## config.mk

```make
export PLATFORM = sky130hd
export DESIGN_NAME = ram_cmd_seq
export DESIGN_NICKNAME = d
export VERILOG_FILES = /design/src/rtl/ram_cmd_seq.sv
export SDC_FILE = /design/constraint.sdc
export NUM_CORES = 1
export LEC_CHECK = 0
export ABC_AREA = 0
export CORE_AREA = 10 10 161 133
export CTS_CLUSTER_SIZE = 40
export DETAILED_ROUTE_END_ITERATION = 8
export DIE_AREA = 0 0 171 143
export HOLD_SLACK_MARGIN = 0.03
export PLACE_DENSITY = 0.82
export SLEW_MARGIN = 20
export SYNTH_ARGS = -nofsm -noshare
export SYNTH_HDL_FRONTEND = slang
export SYNTH_SLANG_ARGS = --single-unit
```

## constraint.sdc

```tcl
create_clock -name clk -period 6 [get_ports clk]
set_input_delay 1.2 -clock clk [delete_from_list [all_inputs] [get_ports clk]]
set_output_delay 1.2 -clock clk [all_outputs]
set_load 0.05 [all_outputs]
```

## src/rtl/ram_cmd_seq.sv

```systemverilog
// Command sequencer in front of the RAM controller: queues write/read commands,
// issues each as a one-cycle en pulse, and returns one checked response per command.
module ram_cmd_seq #(
  parameter int p_mem_size   = 8,
  parameter int p_fifo_depth = 4
) (
  input  logic                          clk,
  input  logic                          rstN,
  input  logic                          cmd_valid,
  output logic                          cmd_ready,
  input  logic                          cmd_write,
  input  logic [1:0]                    cmd_op,
  input  logic [p_mem_size-1:0]         cmd_addr,
  input  logic [31:0]                   cmd_data,
  output logic                          rsp_valid,
  input  logic                          rsp_ready,
  output logic                          rsp_write,
  output logic [31:0]                   rsp_data,
  output logic [3:0]                    rsp_sign,
  output logic                          rsp_err,
  output logic [$clog2(p_fifo_depth):0] fifo_count,
  output logic                          en,
  output logic                          we,
  output logic                          re,
  output logic [1:0]                    op_code,
  output logic [p_mem_size-1:0]         addr,
  output logic [31:0]                   data_in,
  input  logic [31:0]                   data_out,
  input  logic [3:0]                    op_sign
);

  localparam int c_ptr_w = $clog2(p_fifo_depth);
  localparam logic [c_ptr_w:0]   c_depth   = (c_ptr_w + 1)'(p_fifo_depth);
  localparam logic [c_ptr_w:0]   c_cnt_one = (c_ptr_w + 1)'(1);
  localparam logic [c_ptr_w-1:0] c_ptr_one = c_ptr_w'(1);

  typedef enum logic [1:0] {IDLE, ISSUE, CAPTURE, RESP} state_t;

  state_t state, state_nxt;

  logic                  fifo_write [p_fifo_depth];
  logic [1:0]            fifo_op    [p_fifo_depth];
  logic [p_mem_size-1:0] fifo_addr  [p_fifo_depth];
  logic [31:0]           fifo_data  [p_fifo_depth];
  logic [c_ptr_w-1:0]    wr_ptr, rd_ptr;

  logic       push, pop, capture, rsp_done, cur_write;
  logic [3:0] exp_sign;

  // Ready is held low while in reset so nothing is accepted before the controller is up.
  assign cmd_ready = rstN && (fifo_count < c_depth);
  assign push      = cmd_valid && cmd_ready;
  assign exp_sign  = {2'b00, op_code} + (cur_write ? 4'd1 : 4'd5);

  always_ff @(posedge clk) begin
    if (push) begin
      fifo_write[wr_ptr] <= cmd_write;
      fifo_op[wr_ptr]    <= cmd_op;
      fifo_addr[wr_ptr]  <= cmd_addr;
      fifo_data[wr_ptr]  <= cmd_data;
    end
  end

  always_ff @(posedge clk or negedge rstN) begin
    if (!rstN) begin
      wr_ptr     <= '0;
      rd_ptr     <= '0;
      fifo_count <= '0;
    end else begin
      if (push) wr_ptr <= wr_ptr + c_ptr_one;
      if (pop)  rd_ptr <= rd_ptr + c_ptr_one;
      case ({push, pop})
        2'b10:   fifo_count <= fifo_count + c_cnt_one;
        2'b01:   fifo_count <= fifo_count - c_cnt_one;
        default: fifo_count <= fifo_count;
      endcase
    end
  end

  always_ff @(posedge clk or negedge rstN) begin
    if (!rstN) state <= IDLE;
    else       state <= state_nxt;
  end

  always_comb begin
    state_nxt = state;
    case (state)
      IDLE:    if (fifo_count != '0) state_nxt = ISSUE;
      ISSUE:   state_nxt = CAPTURE;
      CAPTURE: state_nxt = RESP;
      RESP:    if (rsp_ready) state_nxt = IDLE;
      default: state_nxt = IDLE;
    endcase
  end

  always_comb begin
    pop      = (state == IDLE) && (fifo_count != '0);
    capture  = (state == CAPTURE);
    rsp_done = (state == RESP) && rsp_ready;
  end

  // Strobes are only set on the IDLE->ISSUE edge, so en lasts exactly the ISSUE cycle.
  always_ff @(posedge clk or negedge rstN) begin
    if (!rstN) begin
      en        <= 1'b0;
      we        <= 1'b0;
      re        <= 1'b0;
      cur_write <= 1'b0;
      op_code   <= '0;
      addr      <= '0;
      data_in   <= '0;
    end else if (pop) begin
      en        <= 1'b1;
      we        <= fifo_write[rd_ptr];
      re        <= !fifo_write[rd_ptr];
      cur_write <= fifo_write[rd_ptr];
      op_code   <= fifo_op[rd_ptr];
      addr      <= fifo_addr[rd_ptr];
      data_in   <= fifo_data[rd_ptr];
    end else begin
      en <= 1'b0;
      we <= 1'b0;
      re <= 1'b0;
    end
  end

  always_ff @(posedge clk or negedge rstN) begin
    if (!rstN) begin
      rsp_valid <= 1'b0;
      rsp_write <= 1'b0;
      rsp_data  <= '0;
      rsp_sign  <= '0;
      rsp_err   <= 1'b0;
    end else if (capture) begin
      rsp_valid <= 1'b1;
      rsp_write <= cur_write;
      rsp_data  <= cur_write ? 32'd0 : data_out;
      rsp_sign  <= op_sign;
      rsp_err   <= (op_sign != exp_sign);
    end else if (rsp_done) begin
      rsp_valid <= 1'b0;
    end
  end

endmodule

```

==> impl_metrics.tcl, run 1 <==
set metrics [dict create \
    clk_path_buf_depth 3 \
    outcome "finished clean" \
    reg2reg_slack_ps 3210 \
    first_pass_iters 5 \
    cp.arrival_ps 2980 \
    worst_pin_slew_ps 896.6 \
    synthFlopType "edfxtp_1" \
    clock-sinks 266 \
    ys_seq_area_frac 0.7416 \
    grt_pass1_wl_mm 33.03 \
    core_area_mm2 0.01806 \
    yosysWarnings 0 \
    synth.area.top_cells "edfxtp_1 51%, dfrtp_1 23%, mux4_2 9.6%, nand2_1 4.8%, nand3b_1 2.4%" \
    syn_area_per_cell_um2 16.30 \
    grt_pass1_vias 6003 \
    synth_seq_cells 266 \
    grt_antenna_before_repair 1 \
    power_density_mw_per_mm2 548.5 \
    cp-startpoint "rstN" \
    cts_resized 0 \
    synthesis.nets 716 \
    setup_viol 0 \
    grt_usage 0.1707 \
    cp_slowest_cell "clkdlybuf4s50_1" \
    maxSlewViolCount 0 \
    finalNonFillerCells 1041 \
    grt_max_degree 74 \
    cp_cell_sequence "buf_4 > nor2b_1 > clkdlybuf4s50_1" \
    hold_viol_final 0 \
    cp.depth 3 \
    dieHeight_um 143 \
    place_congestion 0.8874 \
    r2r_end "fifo_count[2]" \
    worstSetupPathType "in -> out" \
    root_buffer "clkbuf_16" \
    yosysMostFrequentCell "edfxtp_1" \
    final_nets 886 \
    vias_per_cell 5.418 \
    syn_area_mm2 0.01014 \
    path_delay_family "buffers and inverters" \
    synth_cell_types 30 \
    initial_core_util 0.5613 \
    die_w_um 171 \
    cts_max_level 1 \
    total_power_mw 7.046 \
    period_share 0.6971 \
    yosys-top-cells-count "172 x edfxtp_1, 129 x nand2_1, 94 x dfrtp_1" \
    synth_area_leader_cell "edfxtp_1" \
    drive_above_1_share 0.1235 \
    hold_ws_ps 470.9 \
    place.port_buffers 170 \
    drcViolationCount 0 \
    multi_input_area_mm2 0.002354 \
    ff_latch_area_mm2 0.007525 \
    synth_edf_count 172 \
    grt_setup_unrepaired "false" \
    synth_top_area_frac 0.5096 \
    fill_cells 1141 \
    hp-class "reg -> reg" \
    overflow 0 \
    fmax_mhz 239.1 \
    fin_crit_ps 4182 \
    cp_max_fo 45 \
    max_cap_viol_count 0 \
    syn_inst 622 \
    tns_ps 0 \
    cts_tree "done" \
    clk_pin_slew_ps 50 \
    dieArea_mm2 0.02445 \
    areaGrowthSynthToFinish_pct 26.75 \
    cts_setup_buffers 0 \
    io_pins 171 \
    drtIter0Drc 377 \
    startpoint_type "input port" \
    critPathMaxStageDelay_ps 890 \
    crit_required_ps 4800 \
    total_leakage_power_nw 4.848 \
    hold_buffers 0 \
    hpwl_mm 13.43 \
    ir_drop_uv 412.8 \
    place_inst 995 \
    via_count 5640 \
    async_flop_share 0.3534 \
    insertion_delay_ps 510 \
    crit-reg2reg-launch "state[0]" \
    rows 44 \
    routed_wl_mm 21.23 \
    cp-end-kind "output pin" \
    cts-buffers-inserted 25 \
    wire_per_inst_um 20.39 \
    rr_worst_depth 10 \
    ant_nets 0 \
    final_core_util 0.7115 \
    crit_end "cmd_ready" \
    finClkSkew_ps 11.58 \
    crit_buf_inv 2 \
    max_slew_margin 0.4022 \
]
## worst register-to-register path: stages (launching register included)
cell and delay (ps):
dfrtp_1 380, inv_1 150, ha_1 240, o31ai_4 90, inv_2 640, ha_1 340
inv_1 60, fa_1 370, xor2_1 150, nor2_1 130, xor2_1 150
## flip-flops by register name, summed over array words and instances, names as in the netlist, 3 cells and up
register,cells
fifo_data,128
data_in,32
fifo_addr,32
rsp_data,32
addr,8
fifo_op,8
fifo_write,4
rsp_sign,4
fifo_count,3
## cell usage in the layout (no fill, tap or decap), types with 2 or more instances in the layout
master / netlist / final
nor2b_1: 2 / 2
bufinv_16: 0 / 2
inv_1: 40 / 40
mux2_2: 7 / 7
inv_6: 0 / 2
clkinvlp_4: 0 / 2
nand2_1: 129 / 129
xor2_1: 4 / 4
nor2_1: 3 / 3
a21o_1: 2 / 2
dfrtp_4: 0 / 2
clkdlybuf4s50_1: 0 / 169
clkinv_1: 0 / 3
and3_4: 0 / 4
clkbuf_1: 12 / 5
clkinv_2: 0 / 3
buf_4: 4 / 3
edfxtp_1: 172 / 172
dfrtp_1: 94 / 92
clkbuf_16: 0 / 26
mux4_2: 43 / 43
ha_1: 10 / 9
xnor2_1: 7 / 7
nand3b_1: 33 / 33
o21ai_0: 33 / 33
## report_power, final
| group | internal (mW) | switching (mW) | leakage, nW |
|---|---|---|---|
| sequential | 2.36 | 0.376 | 2.72 |
| clock | 0.895 | 0.640 | 0.392 |
| combinational | 1.06 | 1.72 | 1.74 |
| total | 4.31 | 2.73 | 4.85 |
## cell families (layout without fill, tap and decap cells)
kind of cell | after synthesis | count (layout) | synth area share
DFF | 266 | 266 | 0.7416
and+or+nand+nor | 175 | 175 | 0.07950
buffers and inverters | 70 | 258 | 0.02938
muxes | 51 | 51 | 0.1043
AOI/OAI and AO/OA | 38 | 38 | 0.02135
adders and majority gates | 11 | 11 | 0.01432
xor gates and xnor gates | 11 | 11 | 0.009505
other | 0 | 1 | 0
## cell type report
class | instances | share of cell area
diodes | 1 | 0.0001948
clock buffers | 32 | 0.05317
clock inverters | 13 | 0.009934
inverters | 41 | 0.01198
multi-input cells | 286 | 0.1832
flip-flops and latches | 266 | 0.5857
well taps | 230 | 0.02240
repair buffers | 172 | 0.1334
## stage by stage
step	cell area [um^2]	setup slack, ps
5_1_grt	12840	1708
3_5_place_dp	12010	1854
3_3_place_gp	12010	1917
6_report	12850	1818
2_1_floorplan	10140	2359
4_1_cts	12820	1848
## worst min path at each step
stage	start	end	depth (start not counted)
finish	data_in[25]	data_in[25]	2
global route	data_in[22]	data_in[22]	2
CTS	data_in[25]	data_in[25]	2
detailed placement	data_in[7]	data_in[7]	2
global placement	addr[7]	addr[7]	2
floorplan	wr_ptr[1]	wr_ptr[1]	1
## routing by layer
layer  GRT usage  share of wire
met5           0              0
met4     0.03106          0.013
met3     0.05152          0.092
met2      0.2851           0.48
met1      0.2192           0.42
Note: power is estimated with default switching activity, not from simulation.
==> run 2: changes to the inputs <==
--- a/config.mk
+++ b/config.mk
@@ -6,12 +6,12 @@
 export NUM_CORES = 1
 export LEC_CHECK = 0
 export ABC_AREA = 0
-export CORE_AREA = 10 10 161 133
+export CORE_AREA = 10 10 174 143
 export CTS_CLUSTER_SIZE = 40
 export DETAILED_ROUTE_END_ITERATION = 8
-export DIE_AREA = 0 0 171 143
+export DIE_AREA = 0 0 184 153
 export HOLD_SLACK_MARGIN = 0.03
-export PLACE_DENSITY = 0.82
+export PLACE_DENSITY = 0.75
 export SLEW_MARGIN = 20
 export SYNTH_ARGS = -nofsm -noshare
 export SYNTH_HDL_FRONTEND = slang
==> constraint.sdc (replaced) <==
create_clock -name clk -period 3.5 [get_ports clk]
set_input_delay 0.7 -clock clk [delete_from_list [all_inputs] [get_ports clk]]
set_output_delay 0.7 -clock clk [all_outputs]
set_load 0.05 [all_outputs]
==> run 2 against run 1 <==
Register-to-register slack worse by 1800 ps. Hold slack worse by 150 ps. Critical path type is now reg -> out. Die area up 15%. Combinational power up 76%.
==> impl_metrics.tcl, run 2 (synthesis gave the netlist of run 1 again) <==
set metrics [dict create \
    hold_viol_final 0 \
    cp.arrival_ps 1880 \
    max_cap_viol_count 0 \
    power_switching_mw 4.763 \
    routed_wl_mm 22.33 \
    total_leakage_power_nw 4.953 \
    root_buffer "clkbuf_16" \
    cts-buffers-inserted 26 \
    cp_slowest_cell "clkdlybuf4s50_1" \
    grt_usage 0.1583 \
    clk_pin_slew_ps 60 \
    grt_antenna_before_repair 0 \
    dpl_worst_slack_ps 974.5 \
    internal-power_mw 7.539 \
    outcome "finished clean" \
    cts_tree "done" \
    vias_per_cell 5.151 \
    place.port_buffers 170 \
    clkPwrFrac 0.228 \
    cp-end-kind "output pin" \
    final_common_cell "edfxtp_1" \
    hp-class "in -> async" \
    fin_crit_ps 2584 \
    clk_path_buf_depth 3 \
    postPlaceCellArea_mm2 0.01220 \
    die_w_um 184 \
    setup_viol 0 \
    drtIter0Drc 302 \
    initial_core_util 0.4741 \
    finClkSkew_ps 19.56 \
    ant_nets 0 \
    first_pass_iters 4 \
    power_density_mw_per_mm2 942.0 \
    clock-sinks 266 \
    areaGrowthSynthToFinish_pct 28.85 \
    cts_resized 0 \
    fmax_mhz 387.0 \
    io_pins 171 \
    cp_max_fo 5 \
    hold_buffers 0 \
    worstSetupPathType "reg -> out" \
    ir_drop_uv 605.1 \
    dieArea_mm2 0.02815 \
    grt_pass1_wl_mm 35.62 \
    final_cell_mix "172 x edfxtp_1, 168 x clkdlybuf4s50_1, 129 x nand2_1" \
    cts_setup_buffers 0 \
    top_register "fifo_data" \
    overflow 0 \
    grt_setup_unrepaired "false" \
    final_nets 900 \
    cts_max_level 1 \
    fill_cells 1553 \
    drcViolationCount 0 \
    period_share 0.7382 \
    path_delay_family "buffers and inverters" \
    p_sw_frac 0.3872 \
    largest_reg_flops 128 \
    cp_cell_sequence "clkdlybuf4s50_1" \
    dieHeight_um 153 \
    tns_ps 0 \
    crit_buf_inv 1 \
    worst_pin_slew_ps 915.3 \
    startpoint_type "register" \
    pwr-share-seq 0.375 \
    grt_max_degree 49 \
    setup_ws_ps 916.3 \
    final_area_mm2 0.01306 \
    hpwl_mm 14.44 \
    crit_required_ps 2800 \
    combPwrFrac 0.397 \
    via_count 5676 \
    critPathMaxStageDelay_ps 860 \
    reg2reg_slack_ps 1380 \
    drive_above_1_share 0.1416 \
    place_congestion 0.7406 \
    max_slew_margin 0.3898 \
    core_area_mm2 0.02138 \
    wire_per_inst_um 20.27 \
    rows 48 \
    insertion_delay_ps 540 \
    grt_pass1_vias 6160 \
    maxSlewViolCount 0 \
]
-- run 2: power groups by stage --
stage / clock network (mW) / registers (mW) / logic (mW)
floorplan: 0 / 5.99 / 1.94
global placement: 0 / 4.66 / 4.88
detailed placement: 0 / 4.69 / 4.94
CTS: 2.87 / 4.63 / 4.96
global route: 3.01 / 4.72 / 5.24
finish: 2.81 / 4.61 / 4.88
-- run 2: worst paths after layout --
check | start | to | depth (start not counted)
hold reg to reg | data_in[26] | data_in[26] | 2
max in group asynchronous | rstN | rd_ptr[1] | 3
hold / removal | rstN | data_in[19] | 2
min in group clk | data_in[26] | data_in[26] | 2
setup / recovery | fifo_count[2] | fifo_count[2] | 1
setup reg to reg | fifo_count[2] | fifo_count[2] | 9
-- run 2: layout make-up --
class,count,area (um^2),share of cell area
Clock inverter,17,172.7,0.01322
Inverter,41,153.9,0.01178
Clock buffer,31,689.4,0.05279
Sequential cell,266,7522,0.5760
Timing Repair Buffer,185,1847,0.1414
Multi-Input combinational cell,286,2328,0.1783
Antenna cell,1,2.502,0.0001916
Tap cell,275,344.1,0.02635
-- run 2: routing by layer --
metal	up-vias	wire length [um]	track usage	part of all wire
li1	2597	-	-	-
met1	2850	9754	0.2111	0.44
met2	200	10300	0.2519	0.46
met3	29	1963	0.04857	0.088
met4	0	318	0.03078	0.014
met5	-	0	0	0
-- run 2: worst reg2reg max path, stage by stage (launching register included) --
cell	delay (ps)
dfrtp_1	470
nor2b_1	400
and2_1	260
inv_1	60
ha_1	210
inv_1	80
fa_1	180
xor2_1	150
nor2_1	60
xor2_1	130
-- run 2: per-stage QoR --
stage               std cells  hold slack (ps)  total power [mW]  utilization
floorplan                 622            404.4             7.932            -
global placement         1053            460.7             9.542       0.5704
detailed placement       1053            461.5             9.625       0.5704
CTS                      1101            321.8             12.45       0.6107
global route             1101            355.3             12.96       0.6107
finish                   1102            320.3             12.30       0.6108
==> run 3: changes to the inputs <==
--- a/config.mk
+++ b/config.mk
@@ -6,12 +6,12 @@
 export NUM_CORES = 1
 export LEC_CHECK = 0
 export ABC_AREA = 0
-export CORE_AREA = 10 10 174 143
+export CORE_AREA = 10 10 166 137
 export CTS_CLUSTER_SIZE = 40
 export DETAILED_ROUTE_END_ITERATION = 8
-export DIE_AREA = 0 0 184 153
+export DIE_AREA = 0 0 176 147
 export HOLD_SLACK_MARGIN = 0.03
-export PLACE_DENSITY = 0.75
+export PLACE_DENSITY = 0.78
 export SLEW_MARGIN = 20
 export SYNTH_ARGS = -nofsm -noshare
 export SYNTH_HDL_FRONTEND = slang
==> constraint.sdc (replaced) <==
create_clock -name clk -period 2.5 [get_ports clk]
set_input_delay 0.5 -clock clk [delete_from_list [all_inputs] [get_ports clk]]
set_output_delay 0.5 -clock clk [all_outputs]
set_load 0.05 [all_outputs]
==> run 3 against run 2 <==
Clock skew shrank 1.1 ps. Hold slack worse by 270 ps. Routed wire length shrank 0.71%. Worst setup slack worse by 790 ps. Sequential power is 36% higher. Core utilization up 6.0 points. Sequential share of layout area barely moved. Flip-flop and latch count unchanged. Register-to-register slack worse by 920 ps. Largest power group unchanged. Cell count decreased by 0.73%. First-iteration DRC count rose by 32%.
==> impl_metrics.tcl, run 3 (synthesis gave the netlist of run 1 again) <==
set metrics [dict create \
    outcome "finished clean" \
    cts_tree "done" \
    cts_setup_buffers 0 \
    final_core_util 0.6710 \
    diodes 0 \
    fmax_mhz 420.7 \
    via_count 5735 \
    place_inst 1046 \
    routed_wl_mm 22.17 \
    cts_resized 0 \
    cp-end-kind "output pin" \
    clkPwrFrac 0.211 \
    cts-buffers-inserted 26 \
    cts_max_level 1 \
    insertion_delay_ps 520 \
    root_buffer "clkbuf_16" \
    cp_max_fo 5 \
    combPwrFrac 0.420 \
    areaGrowthSynthToFinish_pct 28.77 \
    maxSlewViolCount 0 \
    place.port_buffers 170 \
    cp_cell_sequence "clkdlybuf4s50_1" \
    ant_nets 0 \
    clk_pin_slew_ps 60 \
    hpwl_mm 14.46 \
    drive_above_1_share 0.1434 \
    fin_crit_ps 2377 \
    multi_input_area_mm2 0.002331 \
    wire_per_inst_um 20.27 \
    largest_reg_flops 128 \
    final_cell_mix "172 x edfxtp_1, 168 x clkdlybuf4s50_1, 129 x nand2_1" \
    initial_core_util 0.5210 \
    grt_max_degree 53 \
    max_slew_margin 0.5028 \
    io_pins 171 \
    period_share 0.9507 \
    hold_viol_final 0 \
    fill_cells 1382 \
    path_delay_family "buffers and inverters" \
    worstSetupPathType "reg -> out" \
    first_pass_iters 5 \
    grt_setup_unrepaired "false" \
    worst_pin_slew_ps 745.8 \
    cp.arrival_ps 1880 \
    hold_buffers 0 \
    p_sw_frac 0.3898 \
    top_register "fifo_data" \
    drtIter0Drc 400 \
    rows 46 \
    final_nets 904 \
    clk_path_buf_depth 3 \
    finalNonFillerCells 1094 \
    place_congestion 0.8608 \
    setup_ws_ps 123.3 \
    power_density_mw_per_mm2 1306 \
    setup_viol 0 \
    critPathMaxStageDelay_ps 880 \
    drcViolationCount 0 \
    ff_latch_area_mm2 0.007522 \
    internal-power_mw 10.40 \
    dpl_worst_slack_ps 111.7 \
    power_switching_mw 6.642 \
    dieHeight_um 147 \
    crit_buf_inv 1 \
    die_w_um 176 \
    grt_usage 0.1705 \
    grt_pass1_wl_mm 35.00 \
    hp-class "in -> async" \
    grt_antenna_before_repair 3 \
    tns_ps 0 \
    startpoint_type "register" \
    total_leakage_power_nw 4.951 \
    pwr-share-seq 0.369 \
    crit_required_ps 2000 \
    grt_pass1_vias 6265 \
    clock-sinks 266 \
    max_cap_viol_count 0 \
    overflow 0 \
    vias_per_cell 5.242 \
    core_area_mm2 0.01945 \
    finClkSkew_ps 18.42 \
    ir_drop_uv 1016 \
    final_common_cell "edfxtp_1" \
    dieArea_mm2 0.02587 \
    cp_slowest_cell "clkdlybuf4s50_1" \
]
## run 3: layout make-up
| cell class | instances | area share |
|---|---|---|
| clock buffers | 38 | 0.05637 |
| clock inverters | 10 | 0.004985 |
| inverters | 41 | 0.01179 |
| multi-input cells | 286 | 0.1786 |
| flip-flops and latches | 266 | 0.5763 |
| well taps | 264 | 0.02531 |
| repair buffers | 189 | 0.1467 |
## run 3: routing by layer
metal / global-route usage / routed length (um) / up-vias
met3: 0.04816 / 1710 / 34
met1: 0.2199 / 9382 / 2862
met5: 0 / 43 / -
met4: 0.03343 / 312 / 6
li1: - / - / 2607
met2: 0.2843 / 10730 / 226
## run 3: path summary, 6_finish.rpt
kind,startpoint,to,slack (ps),depth (start not counted)
min in group clk,data_in[19],data_in[19],470,2
hold / removal,rstN,rsp_data[5],50,2
setup / recovery,fifo_count[2],fifo_count[2],120,1
hold reg to reg,data_in[19],data_in[19],470,2
setup reg to reg,state[0],fifo_count[2],460,10
max in group asynchronous,rstN,rd_ptr[0],1250,3
## run 3: stage by stage
step | cell area (um^2) | power [mW] | hold slack (ps)
after detailed placement | 12250 | 13.61 | 462.5
final | 13050 | 17.04 | 54.87
after global routing | 13050 | 17.96 | 99.87
after floorplan | 10140 | 11.10 | 204.4
after CTS | 13050 | 17.26 | 57.40
after global placement | 12250 | 13.39 | 459.1
## run 3: power by group through the flow
| stage | Combinational (mW) | Sequential [mW] | Clock [mW] |
|---|---|---|---|
| after global routing | 7.67 | 6.41 | 3.88 |
| after detailed placement | 7.22 | 6.39 | 0 |
| after floorplan | 2.72 | 8.39 | 0 |
| after CTS | 7.26 | 6.31 | 3.69 |
| after global placement | 7.07 | 6.31 | 0 |
| final | 7.15 | 6.29 | 3.60 |
